`src/rtl/rv_fetch_unit.sv`:
```
// rv_fetch_unit: RV32I fetch front end -- PC register, fixed-latency imem requests, DEPTH-entry {instr, pc} FIFO.
// Optional build macro FETCH_ALIGN_CHECK_EN: misaligned redirects raise a sticky o_misalign and halt fetch.
module rv_fetch_unit #(
  parameter int unsigned      WIDTH    = 32,
  parameter int unsigned      DEPTH    = 4,
  parameter logic [WIDTH-1:0] RESET_PC = '0
) (
  input  logic             i_clk,
  input  logic             i_rst,
  output logic             o_imem_req,
  output logic [WIDTH-1:0] o_imem_addr,
  input  logic [WIDTH-1:0] i_imem_rdata,
  output logic             o_dec_valid,
  input  logic             i_dec_ready,
  output logic [WIDTH-1:0] o_dec_instr,
  output logic [WIDTH-1:0] o_dec_pc,
  output logic [WIDTH-1:0] o_dec_pc_plus_4,
  input  logic             i_redirect,
  input  logic [WIDTH-1:0] i_redirect_pc,
  output logic             o_misalign
);

  localparam int unsigned AW = $clog2(DEPTH);
  localparam int unsigned CW = AW + 1;
  localparam logic [CW:0] DEPTH_OCC = DEPTH[CW:0];

  logic [WIDTH-1:0] pc_q, pc_d;
  logic             inflight_q, inflight_d;
  logic [WIDTH-1:0] req_pc_q, req_pc_d;
  logic [AW-1:0]    wr_ptr_q, wr_ptr_d;
  logic [AW-1:0]    rd_ptr_q, rd_ptr_d;
  logic [CW-1:0]    count_q, count_d;
  logic [WIDTH-1:0] instr_mem_q [DEPTH];
  logic [WIDTH-1:0] instr_mem_d [DEPTH];
  logic [WIDTH-1:0] pc_mem_q [DEPTH];
  logic [WIDTH-1:0] pc_mem_d [DEPTH];

  logic             halted;
  logic [WIDTH-1:0] redirect_target;
  logic [CW:0]      occupancy;
  logic             imem_req;
  logic             dec_valid;
  logic             deq;

`ifdef FETCH_ALIGN_CHECK_EN
  logic misalign_q, misalign_d;

  assign halted          = misalign_q;
  assign o_misalign      = misalign_q;
  // The fault address is kept unmodified so it shows on o_imem_addr.
  assign redirect_target = i_redirect_pc;
`else
  assign halted          = 1'b0;
  assign o_misalign      = 1'b0;
  assign redirect_target = i_redirect_pc & ~WIDTH'(3);
`endif

  // Decode handshake: the head entry transfers on every cycle with
  // o_dec_valid && i_dec_ready; while valid && !ready the head holds steady.
  always_comb begin
    occupancy  = {1'b0, count_q} + {{CW{1'b0}}, inflight_q};
    // Credit ignores a same-cycle dequeue, so a response always has a free slot.
    imem_req   = !i_rst && !i_redirect && !halted && (occupancy < DEPTH_OCC);
    dec_valid  = (count_q != '0);
    deq        = dec_valid && i_dec_ready;
  end

  always_comb begin
    pc_d        = pc_q;
    inflight_d  = 1'b0;
    req_pc_d    = req_pc_q;
    wr_ptr_d    = wr_ptr_q;
    rd_ptr_d    = rd_ptr_q;
    count_d     = count_q;
    instr_mem_d = instr_mem_q;
    pc_mem_d    = pc_mem_q;
`ifdef FETCH_ALIGN_CHECK_EN
    misalign_d  = misalign_q;
`endif
    if (i_redirect) begin
      // Flush everything, including the response returning this cycle.
      pc_d       = redirect_target;
      wr_ptr_d   = '0;
      rd_ptr_d   = '0;
      count_d    = '0;
      inflight_d = 1'b0;
`ifdef FETCH_ALIGN_CHECK_EN
      misalign_d = |i_redirect_pc[1:0];
`endif
    end else begin
      if (imem_req) begin
        pc_d       = pc_q + WIDTH'(4);
        inflight_d = 1'b1;
        req_pc_d   = pc_q;
      end
      if (inflight_q) begin
        instr_mem_d[wr_ptr_q] = i_imem_rdata;
        pc_mem_d[wr_ptr_q]    = req_pc_q;
        wr_ptr_d              = wr_ptr_q + AW'(1);
      end
      if (deq) begin
        rd_ptr_d = rd_ptr_q + AW'(1);
      end
      case ({inflight_q, deq})
        2'b10:   count_d = count_q + CW'(1);
        2'b01:   count_d = count_q - CW'(1);
        default: count_d = count_q;
      endcase
    end
  end

  always_ff @(posedge i_clk) begin
    if (i_rst) begin
      pc_q       <= RESET_PC;
      inflight_q <= 1'b0;
      req_pc_q   <= '0;
      wr_ptr_q   <= '0;
      rd_ptr_q   <= '0;
      count_q    <= '0;
      for (int i = 0; i < int'(DEPTH); i++) begin
        instr_mem_q[i] <= '0;
        pc_mem_q[i]    <= '0;
      end
`ifdef FETCH_ALIGN_CHECK_EN
      misalign_q <= 1'b0;
`endif
    end else begin
      pc_q        <= pc_d;
      inflight_q  <= inflight_d;
      req_pc_q    <= req_pc_d;
      wr_ptr_q    <= wr_ptr_d;
      rd_ptr_q    <= rd_ptr_d;
      count_q     <= count_d;
      instr_mem_q <= instr_mem_d;
      pc_mem_q    <= pc_mem_d;
`ifdef FETCH_ALIGN_CHECK_EN
      misalign_q  <= misalign_d;
`endif
    end
  end

  assign o_imem_req      = imem_req;
  assign o_imem_addr     = pc_q;
  assign o_dec_valid     = dec_valid;
  assign o_dec_instr     = instr_mem_q[rd_ptr_q];
  assign o_dec_pc        = pc_mem_q[rd_ptr_q];
  assign o_dec_pc_plus_4 = pc_mem_q[rd_ptr_q] + WIDTH'(4);

endmodule

```
`config.mk`:
```
export PLATFORM = sky130hd
export DESIGN_NAME = rv_fetch_unit
export DESIGN_NICKNAME = d
export VERILOG_FILES = /design/src/rtl/rv_fetch_unit.sv
export SDC_FILE = /design/constraint.sdc
export NUM_CORES = 1
export LEC_CHECK = 0
export ABC_CLOCK_PERIOD_IN_PS = 4800
export CORE_MARGIN = 3
export CORE_UTILIZATION = 45
export DETAILED_ROUTE_END_ITERATION = 8
export PLACE_DENSITY = 0.74
export SLEW_MARGIN = 20
export SYNTH_ARGS = -nofsm -noshare
export SYNTH_HDL_FRONTEND = slang
export SYNTH_SLANG_ARGS = --single-unit
```
`constraint.sdc`:
```
create_clock -name i_clk -period 4.8 [get_ports i_clk]
set_clock_uncertainty 0.1 [all_clocks]
set_input_delay 0.96 -clock i_clk [delete_from_list [all_inputs] [get_ports i_clk]]
set_output_delay 0.96 -clock i_clk [all_outputs]
set_load 0.02 [all_outputs]
```
==> impl_metrics.csv <==
group,metric,value,unit
floorplan,row_count,63,
run,maxCapViolCount,0,
sta,fmax,215,MHz
clock_network,clk_latency,0.50,ns
route,antenna_left,0,
global_routing,grtUsageTotal,22.8,%
power,switchingPower,0.00128,W
route,firstDrtPassIters,5,
min_path,min_path_cells,2,
worst_setup_path,required,3.74,ns
finish,final_cells,2193,
clock_network,root_buffer,"clkbuf_16",
logic_synthesis,syn_inst,1665,
sta,fin_tns_setup,0,ns
clock_network,clockBufferDepth,3,
floorplan,dieArea,32900,sq um
logic_synthesis,syn_avg_cell_area,8.30,sq um
floorplan,die-width,181,um
power,power.total,0.00556,W
worst_setup_path,rr_endpoint,"o_imem_addr[18]",
route,routed_wl,39100,um
logic_synthesis,syn-cell-area,13800,sq um
clock_network,cts.clk_slew.worst_paths,0.06,ns
logic_synthesis,synthArstFlopShare,0,%
global_routing,top_usage_layer,"met2",
worst_setup_path,worst_ep_arrival_time,3.60,ns
worst_setup_path,crit_fanout,32,
clock_network,cts_buffers,35,
floorplan,start_util,46.1,%
power,p_seq_share,48.6,%
min_path,hold-path-endpoint,"pc_mem_q[91]",
power,clkPwrFrac,45.1,%
global_routing,antenna_found_initial,1,
logic_synthesis,netlist-cell-type-count,52,
finish,area_growth,22.4,%
clock_network,cts_hold_repair.buffers,0,
sta,finalHoldViolCount,0,
power,p_int,0.00428,W
worst_setup_path,worst-setup-path-type,"reg2out",
power,ir_worst_vdd,0.000200,V
global_routing,gr-usage-met3,3.74,%
min_path,hp-class,"reg2reg",
floorplan,pin_count,199,
worst_setup_path,timing.rr.start,"o_imem_addr[2]",
logic_synthesis,synth_flop_cell,"dfxtp_1",
route,drt_iter0_markers,1088,
status,status,"complete, no violations",
placement,post-place-ws,0.569,ns
finish,layout.nets,1857,
placement,port_buffers,189,
global_routing,gr-usage-met2,37.7,%
floorplan,dieHeight,181,um
sta,fin_crit,4.66,ns
route,avgViaCountPerCell,5.59,
logic_synthesis,synth_edf_count,0,
sta,rsz0062_at_grt,"no",
worst_setup_path,startpoint_type,"flop",
logic_synthesis,synth.area.top_cells,"dfxtp_1 (46%), nand2_1 (16%), a21oi_1 (11%)",
global_routing,first_global_vias,11700,
logic_synthesis,synth_seq_area_share,45.8,%
logic_synthesis,yosys.area.top_type_share,45.8,%
finish,final_core_util,56.5,%
global_routing,gr-total-overflow,0,
worst_setup_path,reg2regPathDepth,6,
sta,relSlewSlack,25.0,%
route,route.detailed.drc,0,
route,wl_per_cell,17.8,um
finish,drive_gt1_share,7.94,%
sta,period_share,97.1,%
worst_setup_path,endpoint_kind,"output pin",
placement,gp_congestion,0.822,
sta,tightest_slew,1.12,ns
power,power_frac_comb,6.3,%
sta,worst_slack,0.140,ns
floorplan,core,30000,sq um
global_routing,grt_pass1_wl,61900,um
power,leakagePower,5.52,nW
logic_synthesis,synth_warnings,0,
min_path,holdCritStartpoint,"pc_mem_q[91]",
power,powerDensity,329,nW/um^2
global_routing,use_met1,30.8,%
logic_synthesis,ys_ff_latch,316,
clock_network,tritoncts,"done",
sta,setup_viol,0,
sta,drv_slew,0,
logic_synthesis,synth_top_area_cell,"dfxtp_1",
route,vias,12300,
finish,nFillCells,2679,
placement,dp_cells,2133,
global_routing,grt_start_max_net_pins,108,
clock_network,htreeDepth,2,
worst_setup_path,r2r_slack,2.11,ns
power,switching_share,23.1,%
clock_network,cts_sinks,316,
placement,hpwl,24000,um
[cells by family after synthesis]
group / synth area share [%]
xor+xnor: 2.09
flops: 45.8
fa+ha+maj: 0.778
mux: 10.9
other cells: 0.0271
simple gates: 21.8
compound gates: 13.8
buf+inv: 4.90
[power by group through the flow]
stage	clock, W	combinational, W	sequential, W
after floorplan	0	0.000177	0.00276
after global placement	0	0.000342	0.00276
after detailed placement	0	0.000346	0.00276
after CTS	0.00255	0.000348	0.00270
after global routing	0.00265	0.000375	0.00271
final	0.00251	0.000350	0.00270
[synthesized netlist by cell type, types with 2 or more instances]
| cell type | n |
|---|---|
| mux2_2 | 3 |
| buf_2 | 12 |
| or3_1 | 8 |
| or4_1 | 5 |
| a31oi_1 | 21 |
| a21oi_1 | 304 |
| xnor2_1 | 15 |
| mux2i_1 | 2 |
| o21bai_1 | 2 |
| nand3_1 | 17 |
| and2_1 | 6 |
| nor3_1 | 8 |
| nand4_1 | 12 |
| nor4_2 | 4 |
| nand2b_1 | 2 |
| dfxtp_1 | 316 |
| mux4_2 | 48 |
| a22oi_1 | 3 |
| and3_1 | 10 |
| inv_1 | 18 |
| nor4_1 | 4 |
| clkbuf_1 | 105 |
| nor2_1 | 35 |
| and4_1 | 5 |
| o21ai_0 | 20 |
| and4_4 | 2 |
| mux4_1 | 14 |
| nor4b_2 | 2 |
| a32oi_1 | 4 |
| buf_1 | 3 |
| buf_4 | 10 |
| a41oi_1 | 3 |
| nand2_1 | 596 |
| buf_6 | 4 |
| ha_1 | 7 |
| xor2_1 | 18 |
| a311o_1 | 2 |
[how the worst max path moves through the flow]
stage / cells past startpoint / slack (ns) / to / from
after floorplan: 7 / 1.33 / o_imem_req / i_redirect
after global placement: 6 / 0.64 / o_dec_pc_plus_4[31] / rd_ptr_q[0]
after detailed placement: 6 / 0.57 / o_dec_pc_plus_4[31] / rd_ptr_q[0]
after CTS: 6 / 0.03 / o_dec_pc_plus_4[31] / rd_ptr_q[0]
after global routing: 6 / 0.02 / o_dec_pc_plus_4[31] / rd_ptr_q[1]
final: 6 / 0.14 / o_dec_pc_plus_4[31] / rd_ptr_q[1]
[what timing repair did]
| item | CTS | global route |
|---|---|---|
| endpoints found under the setup margin | 0 | 4 |
| resized for setup | 0 | 1 |
| setup buffers | 0 | 1 |
[critical path, stage by stage (launching register included)]
cell             delay, ns
dfxtp_4               0.69
mux4_2                0.41
and4_1                0.35
nand4_4               0.23
nor4_2                0.56
xor2_1                0.18
clkdlybuf4s50_1       0.67
[per-layer routing]
metal  up-vias  part of all wire, %
met3        72                  7.2
met4         0                  2.5
met1      5829                   43
met2       474                   48
li1       5878                    -
met5         -                    0
[layout by cell type, fill, tap and decap left out, drive strengths merged, types with 19 or more instances in the layout]
cell type	netlist	layout
nor2	35	35
nand2	596	596
buf	30	19
dfxtp	316	316
clkbuf	105	55
mux4	62	62
a31oi	21	21
a21oi	304	304
o21ai	20	20
inv	19	20
clkdlybuf4s50	0	188
[final cells by class]
type	instances	area, sq um	area share, %
Antenna cell	1	2.50	0.0148
Clock buffer	54	1040	6.13
Clock inverter	4	23.8	0.140
Inverter	19	71.3	0.421
Multi-Input combinational cell	1201	6870	40.6
Sequential cell	316	6330	37.4
Tap cell	390	488	2.88
Timing Repair Buffer	208	2100	12.4
[sequential cells by signal, indices dropped and copies added, names as in the netlist]
register / count
instr_mem_q: 128
pc_mem_q: 120
o_imem_addr: 30
req_pc_q: 30
count_q: 3
rd_ptr_q: 2
wr_ptr_q: 2
inflight_q: 1
[metrics by stage]
stage,hold WS [ns],instance area (sq um)
after floorplan,0.332,13800
after global placement,0.337,15800
after detailed placement,0.344,15800
after CTS,0.351,16900
after global routing,0.366,16900
final,0.349,16900
No activity file was read; power rests on OpenSTA's default activity.
